**src/rtl/serialize_16bit_pkg.sv**
```systemverilog
`default_nettype none
// ============================================================================
// Module      : serialize_16bit_pkg
// Description : Shared definitions for the word serializer.
//               - Default data width and index width.
//               - Serializer state encoding (IDLE, SHIFT, DONE).
//               - Helper that says whether a state drives a serial bit.
// Revision    : 1.0 - initial release
// ============================================================================
package serialize_16bit_pkg;

    // Default data word width and matching bit-index width (clog2 of width).
    localparam int unsigned C_W_DEFAULT     = 16;
    localparam int unsigned C_IDX_W_DEFAULT = 4;

    // Serializer states. The encoding is fixed so that the reset value
    // (all zeros) is IDLE.
    typedef enum logic [1:0] {
        IDLE  = 2'd0,
        SHIFT = 2'd1,
        DONE  = 2'd2
    } ser_state_e;

    // True only in the state that presents bits to the downstream sink.
    function automatic logic is_shift_state(input ser_state_e st);
        return (st == SHIFT);
    endfunction

endpackage : serialize_16bit_pkg
`default_nettype wire

```
**src/rtl/serialize_16bit_down_counter_n.sv**
```systemverilog
`default_nettype none
// ============================================================================
// Module      : down_counter_n
// Description : WIDTH-bit loadable down counter that saturates at zero.
//               Load has priority over decrement. The zero flag is decoded
//               from the registered count only.
// Ports       : clk        - rising-edge clock
//               rst_n      - asynchronous clear, active low (count -> 0)
//               i_load     - load i_load_val into the count
//               i_load_val - value to load
//               i_en       - decrement enable (ignored when count is 0)
//               o_count    - current count
//               o_zero     - count equals zero
// Revision    : 1.0 - initial release
// ============================================================================
module down_counter_n #(
    parameter int WIDTH = 4
) (
    input  logic             clk,
    input  logic             rst_n,
    input  logic             i_load,
    input  logic [WIDTH-1:0] i_load_val,
    input  logic             i_en,
    output logic [WIDTH-1:0] o_count,
    output logic             o_zero
);

    logic [WIDTH-1:0] r_count;
    logic             w_zero;

    assign w_zero = (r_count == '0);

    always_ff @(posedge clk or negedge rst_n) begin
        if (!rst_n) begin
            r_count <= '0;
        end else if (i_load) begin
            r_count <= i_load_val;
        end else if (i_en && !w_zero) begin
            // Saturating: a decrement request at zero leaves the count at 0.
            r_count <= r_count - WIDTH'(1);
        end
    end

    assign o_count = r_count;
    assign o_zero  = w_zero;

endmodule : down_counter_n
`default_nettype wire

```
**src/rtl/serialize_16bit_flop.sv**
```systemverilog
`default_nettype none
// ============================================================================
// Module      : dff_en_rn
// Description : Parameterized flop library cell: WIDTH-bit register with a
//               load enable and an asynchronous active-low clear.
// Ports       : clk    - rising-edge clock
//               rst_n  - asynchronous clear, active low (clears to 0)
//               i_en   - load enable
//               i_d    - data in
//               o_q    - registered data out
// Revision    : 1.0 - initial release
// ============================================================================
module dff_en_rn #(
    parameter int WIDTH = 16
) (
    input  logic             clk,
    input  logic             rst_n,
    input  logic             i_en,
    input  logic [WIDTH-1:0] i_d,
    output logic [WIDTH-1:0] o_q
);

    logic [WIDTH-1:0] r_q;

    always_ff @(posedge clk or negedge rst_n) begin
        if (!rst_n) begin
            r_q <= '0;
        end else if (i_en) begin
            r_q <= i_d;
        end
    end

    assign o_q = r_q;

endmodule : dff_en_rn
`default_nettype wire

```
**src/rtl/serialize_16bit.sv**
```systemverilog
`default_nettype none
// ============================================================================
// Module      : serialize_16bit
// Description : Serializes bits len_i down to 0 of a captured word, highest
//               index first, with a valid/ready handshake on the bit stream
//               and a one-cycle done pulse after the final bit is accepted.
// Ports       : clk_i        - rising-edge clock
//               rst_i        - asynchronous reset, active low
//               data_i       - word to serialize (captured on start)
//               len_i        - index of the highest bit to send
//               start_i      - request strobe, honoured only in IDLE
//               bit_ready_i  - downstream accepts bit_o this cycle
//               busy_o       - block is not idle
//               bit_o        - current serial bit
//               bit_valid_o  - bit_o is valid
//               last_o       - bit_o is index 0 (final bit of the word)
//               done_o       - one-cycle pulse after the final bit
// Revision    : 1.0 - initial release
// ============================================================================
module serialize_16bit
    import serialize_16bit_pkg::*;
#(
    parameter int W     = C_W_DEFAULT,
    parameter int IDX_W = C_IDX_W_DEFAULT
) (
    input  logic             clk_i,
    input  logic             rst_i,
    input  logic [W-1:0]     data_i,
    input  logic [IDX_W-1:0] len_i,
    input  logic             start_i,
    input  logic             bit_ready_i,
    output logic             busy_o,
    output logic             bit_o,
    output logic             bit_valid_o,
    output logic             last_o,
    output logic             done_o
);

    ser_state_e       r_state;
    ser_state_e       w_state_next;
    logic             w_capture;
    logic             w_dec;
    logic [W-1:0]     r_data_q;
    logic [IDX_W-1:0] r_cnt_q;
    logic             w_cnt_zero;
    logic             w_in_shift;

    // ------------------------------------------------------------------
    // State register
    // ------------------------------------------------------------------
    always_ff @(posedge clk_i or negedge rst_i) begin
        if (!rst_i) begin
            r_state <= IDLE;
        end else begin
            r_state <= w_state_next;
        end
    end

    // ------------------------------------------------------------------
    // Next-state and datapath control
    // ------------------------------------------------------------------
    always_comb begin
        w_state_next = r_state;
        w_capture    = 1'b0;
        w_dec        = 1'b0;
        unique case (r_state)
            IDLE: begin
                if (start_i) begin
                    w_capture    = 1'b1;
                    w_state_next = SHIFT;
                end
            end
            SHIFT: begin
                if (bit_ready_i) begin
                    if (w_cnt_zero) begin
                        w_state_next = DONE;
                    end else begin
                        w_dec = 1'b1;
                    end
                end
            end
            DONE: begin
                w_state_next = IDLE;
            end
            default: begin
                w_state_next = IDLE;
            end
        endcase
    end

    // ------------------------------------------------------------------
    // Word register: written only on an accepted start, so a start pulse
    // that arrives while busy cannot disturb the word in flight.
    // ------------------------------------------------------------------
    dff_en_rn #(
        .WIDTH (W)
    ) u_data_reg (
        .clk   (clk_i),
        .rst_n (rst_i),
        .i_en  (w_capture),
        .i_d   (data_i),
        .o_q   (r_data_q)
    );

    // ------------------------------------------------------------------
    // Bit index counter: starts at len_i and walks down to 0.
    // ------------------------------------------------------------------
    down_counter_n #(
        .WIDTH (IDX_W)
    ) u_bit_cnt (
        .clk        (clk_i),
        .rst_n      (rst_i),
        .i_load     (w_capture),
        .i_load_val (len_i),
        .i_en       (w_dec),
        .o_count    (r_cnt_q),
        .o_zero     (w_cnt_zero)
    );

    // ------------------------------------------------------------------
    // Outputs: decoded from registered state, count and word only, so no
    // input reaches an output combinationally and reset clears them all
    // immediately through the asynchronous clears.
    // ------------------------------------------------------------------
    assign w_in_shift  = is_shift_state(r_state);
    assign busy_o      = (r_state != IDLE);
    assign bit_valid_o = w_in_shift;
    assign bit_o       = w_in_shift & r_data_q[r_cnt_q];
    assign last_o      = w_in_shift & w_cnt_zero;
    assign done_o      = (r_state == DONE);

endmodule : serialize_16bit
`default_nettype wire

```
**config.mk**
```make
export PLATFORM = sky130hd
export DESIGN_NAME = serialize_16bit
export DESIGN_NICKNAME = d
export VERILOG_FILES = /design/src/rtl/serialize_16bit_pkg.sv /design/src/rtl/serialize_16bit_down_counter_n.sv /design/src/rtl/serialize_16bit_flop.sv /design/src/rtl/serialize_16bit.sv
export SDC_FILE = /design/constraint.sdc
export NUM_CORES = 1
export LEC_CHECK = 0
export BUFFER_PORTS_ARGS = -buffer_cell sky130_fd_sc_hd__buf_2
export CELL_PAD_IN_SITES_DETAIL_PLACEMENT = 1
export CELL_PAD_IN_SITES_GLOBAL_PLACEMENT = 1
export CORE_MARGIN = 2
export CORE_UTILIZATION = 40
export DETAILED_ROUTE_END_ITERATION = 16
export PLACE_DENSITY_LB_ADDON = 0.05
export RECOVER_POWER = 50
export SLEW_MARGIN = 20
export SYNTH_ARGS = -nofsm -noshare
export SYNTH_HDL_FRONTEND = slang
export SYNTH_SLANG_ARGS = --single-unit
```
**constraint.sdc**
```tcl
create_clock -name clk_i -period 2.4 [get_ports clk_i]
set_clock_uncertainty 0.1 [all_clocks]
set_input_delay 0.36 -clock clk_i [delete_from_list [all_inputs] [get_ports clk_i]]
set_output_delay 0.36 -clock clk_i [all_outputs]
set_load 0.02 [all_outputs]
```
==> impl_metrics.ini <==
[status]
status = finished clean

[worst_setup_path]
critPathKind = reg -> out
r2r_end = u_bit_cnt.o_count[1]
crit_required_ps = 1940
cp-end-kind = output pin
startpoint_type = register
worstReg2RegStart = u_bit_cnt.o_count[1]
crit_fanout = 5
crit_arrival_ps = 1820
rr_worst_depth = 6
crit_start = u_bit_cnt.o_count[1]
crit_path_end = last_o
r2r_slack_ps = 460

[synth]
syn_area_per_cell_um2 = 12.6
synthDistinctLibCells = 31
synth_area_um2 = 1100
synth-seq-area-share_pct = 50.2
synth_nets = 112
synth_area_leaders = dfrtp_1 (50%), mux2_2 (17%), mux4_2 (4.1%)
synth_seq_cells = 22
ys.warnings.count = 0
yosysTopAreaCellShare_pct = 50.2
yosysTopAreaCell = dfrtp_1
synthCells = 87

[routing]
vias = 769
drtIter0Drc = 15
drtPass1Iterations = 3
drc = 0
ant_nets = 0
drt-vias-per-instance = 5.09
wl_per_cell_um = 15.0
routed_wl_um = 2260

[global_routing]
grt_pass1_vias = 855
grt_overflow_total = 0
grt_pass1_wl_um = 3860
antenna_found_initial = 0
grtUsageTotal_pct = 15.6
grt_max_degree = 25

[job]
drv_cap = 0

[power_and_ir_drop]
leakage_nw = 0.610
max-vdd-ir-drop_v = 0.000723
total_power_mw = 1.70
power_density_nw_per_um2 = 1270

[timing]
hold_violations = 0
clock.fmax_ghz = 0.438
period_share_pct = 95.2
worst_pin_slew_ps = 1200
min_period_ps = 2280
tns_ps = 0
rsz0062_at_grt = no
setup_viol = 0
report.final.slew_viol_count = 0
relSlewSlack_pct = 20.2

[floorplanning]
core-area_um2 = 2540
fp.dieH_um = 56.4
rows = 18
dieArea_um2 = 3180
die_w_um = 56.4
io_pins = 29
start_util_pct = 43.1

[cts]
insertion_delay_ps = 300
cts_buffers = 3
htreeDepth = 1
clkTransAtPathRegs_ps = 120
cts_root_buf = clkbuf_4
cts_tree = built
clock_sinks = 22
clockBufferDepth = 2

[layout]
nets = 148
num_antenna_cells = 0
area_growth_pct = 22.3
drive_gt1_share_pct = 52.9

[placed_design]
io_buffers = 28
place_congestion = 0.693

[worst_hold_path]
min_from = len_i[2]
hold_path.class = in -> reg
[cells in the mapped netlist]
cell	number
buf_2	2
nor2_2	1
nor2_1	1
and3_4	1
a21oi_1	1
nor3b_1	1
dfrtp_1	22
or3b_4	1
nand3_1	3
or3_2	1
nand4_1	2
o21ai_2	1
buf_6	1
xor2_1	2
and2_1	1
inv_1	4
mux2i_1	3
mux2_2	17
xnor2_1	1
nor2b_1	2
or2_2	1
mux4_2	2
nand2_1	4
or2b_1	1
o2111ai_1	1
mux2_4	1
a21boi_0	1
buf_4	1
ha_1	1
nor3_1	1
o21ai_0	5
[per-layer routing]
layer  global-route usage [%]  vias up  routed length, um
met3                     2.07        2                 88
met5                        0        -                  0
li1                         -      377                  -
met2                     25.0       16               1150
met1                     21.2      374               1010
met4                     6.12        0                 12
[power by group]
group | internal, mW | switching (mW)
clock | 0.0585 | 0.108
sequential | 0.558 | 0.141
combinational | 0.483 | 0.356
[kinds of logic after synthesis]
kind of cell	share of synthesized area, %
compound gates	5.02
flops	50.2
xor+xnor	2.39
buf+inv	3.99
fa+ha+maj	1.14
simple gates	11.6
mux	25.7
[critical path, cell delays in order (launching register included)]
cell     delay (ps)
dfrtp_2         430
inv_1           120
ha_1            180
or3b_4          420
nor3b_4         220
buf_6           150
[sequential cells by signal, indices dropped and copies added (netlist names)]
name,cells
u_data_reg.o_q,16
u_bit_cnt.o_count,4
r_state,2
[cells in the final DEF (no fill, tap or decap), types with 2 or more instances in the layout]
master	count
buf_4	5
mux2_4	2
dfrtp_2	2
clkbuf_4	3
o21ai_0	5
xor2_1	2
mux4_2	2
nand3_1	3
inv_1	4
buf_2	25
mux2i_1	3
mux2_2	16
nor2b_1	2
nand2_1	4
clkbuf_1	2
dfrtp_1	20
nand4_1	2
[per-stage QoR]
stage | utilization (%) | cells | worst slack (ps) | hold slack [ps] | area [um2]
floorplan | - | 87 | 237 | -35.6 | 1100
global placement | 49.3 | 142 | 279 | 249 | 1250
detailed placement | 49.3 | 142 | 220 | 259 | 1250
CTS | 51.0 | 146 | 6.20 | 138 | 1300
global route | 52.8 | 151 | 11.4 | 155 | 1340
finish | 52.8 | 151 | 115 | 149 | 1340
[cell type report]
type | instances | area [um2]
clock buffers | 3 | 22.5
fillers | 276 | 1200
inverters | 4 | 15.0
multi-input cells | 57 | 518
flip-flops and latches | 22 | 553
well taps | 30 | 37.5
repair buffers | 35 | 196
[worst min path at each step]
stage | endpoint | cells past startpoint | slack [ps]
global route | u_bit_cnt.o_count[2] | 3 | 150
finish | u_bit_cnt.o_count[2] | 3 | 150
CTS | u_bit_cnt.o_count[2] | 3 | 140
detailed placement | u_data_reg.o_q[3] | 1 | 260
floorplan | r_state[0] | 0 | -40
global placement | u_data_reg.o_q[3] | 1 | 250
[repair_timing]
item / in CTS / in global routing
buffers inserted: 0 / 5
cloned: 0 / 0
gates resized for setup: 5 / 3
endpoints found under the hold margin: 22 / 0
hold buffers: 1 / 0
pin swaps: 0 / 1
setup endpoints to repair: 2 / 2
(Power assumes the default switching activity.)
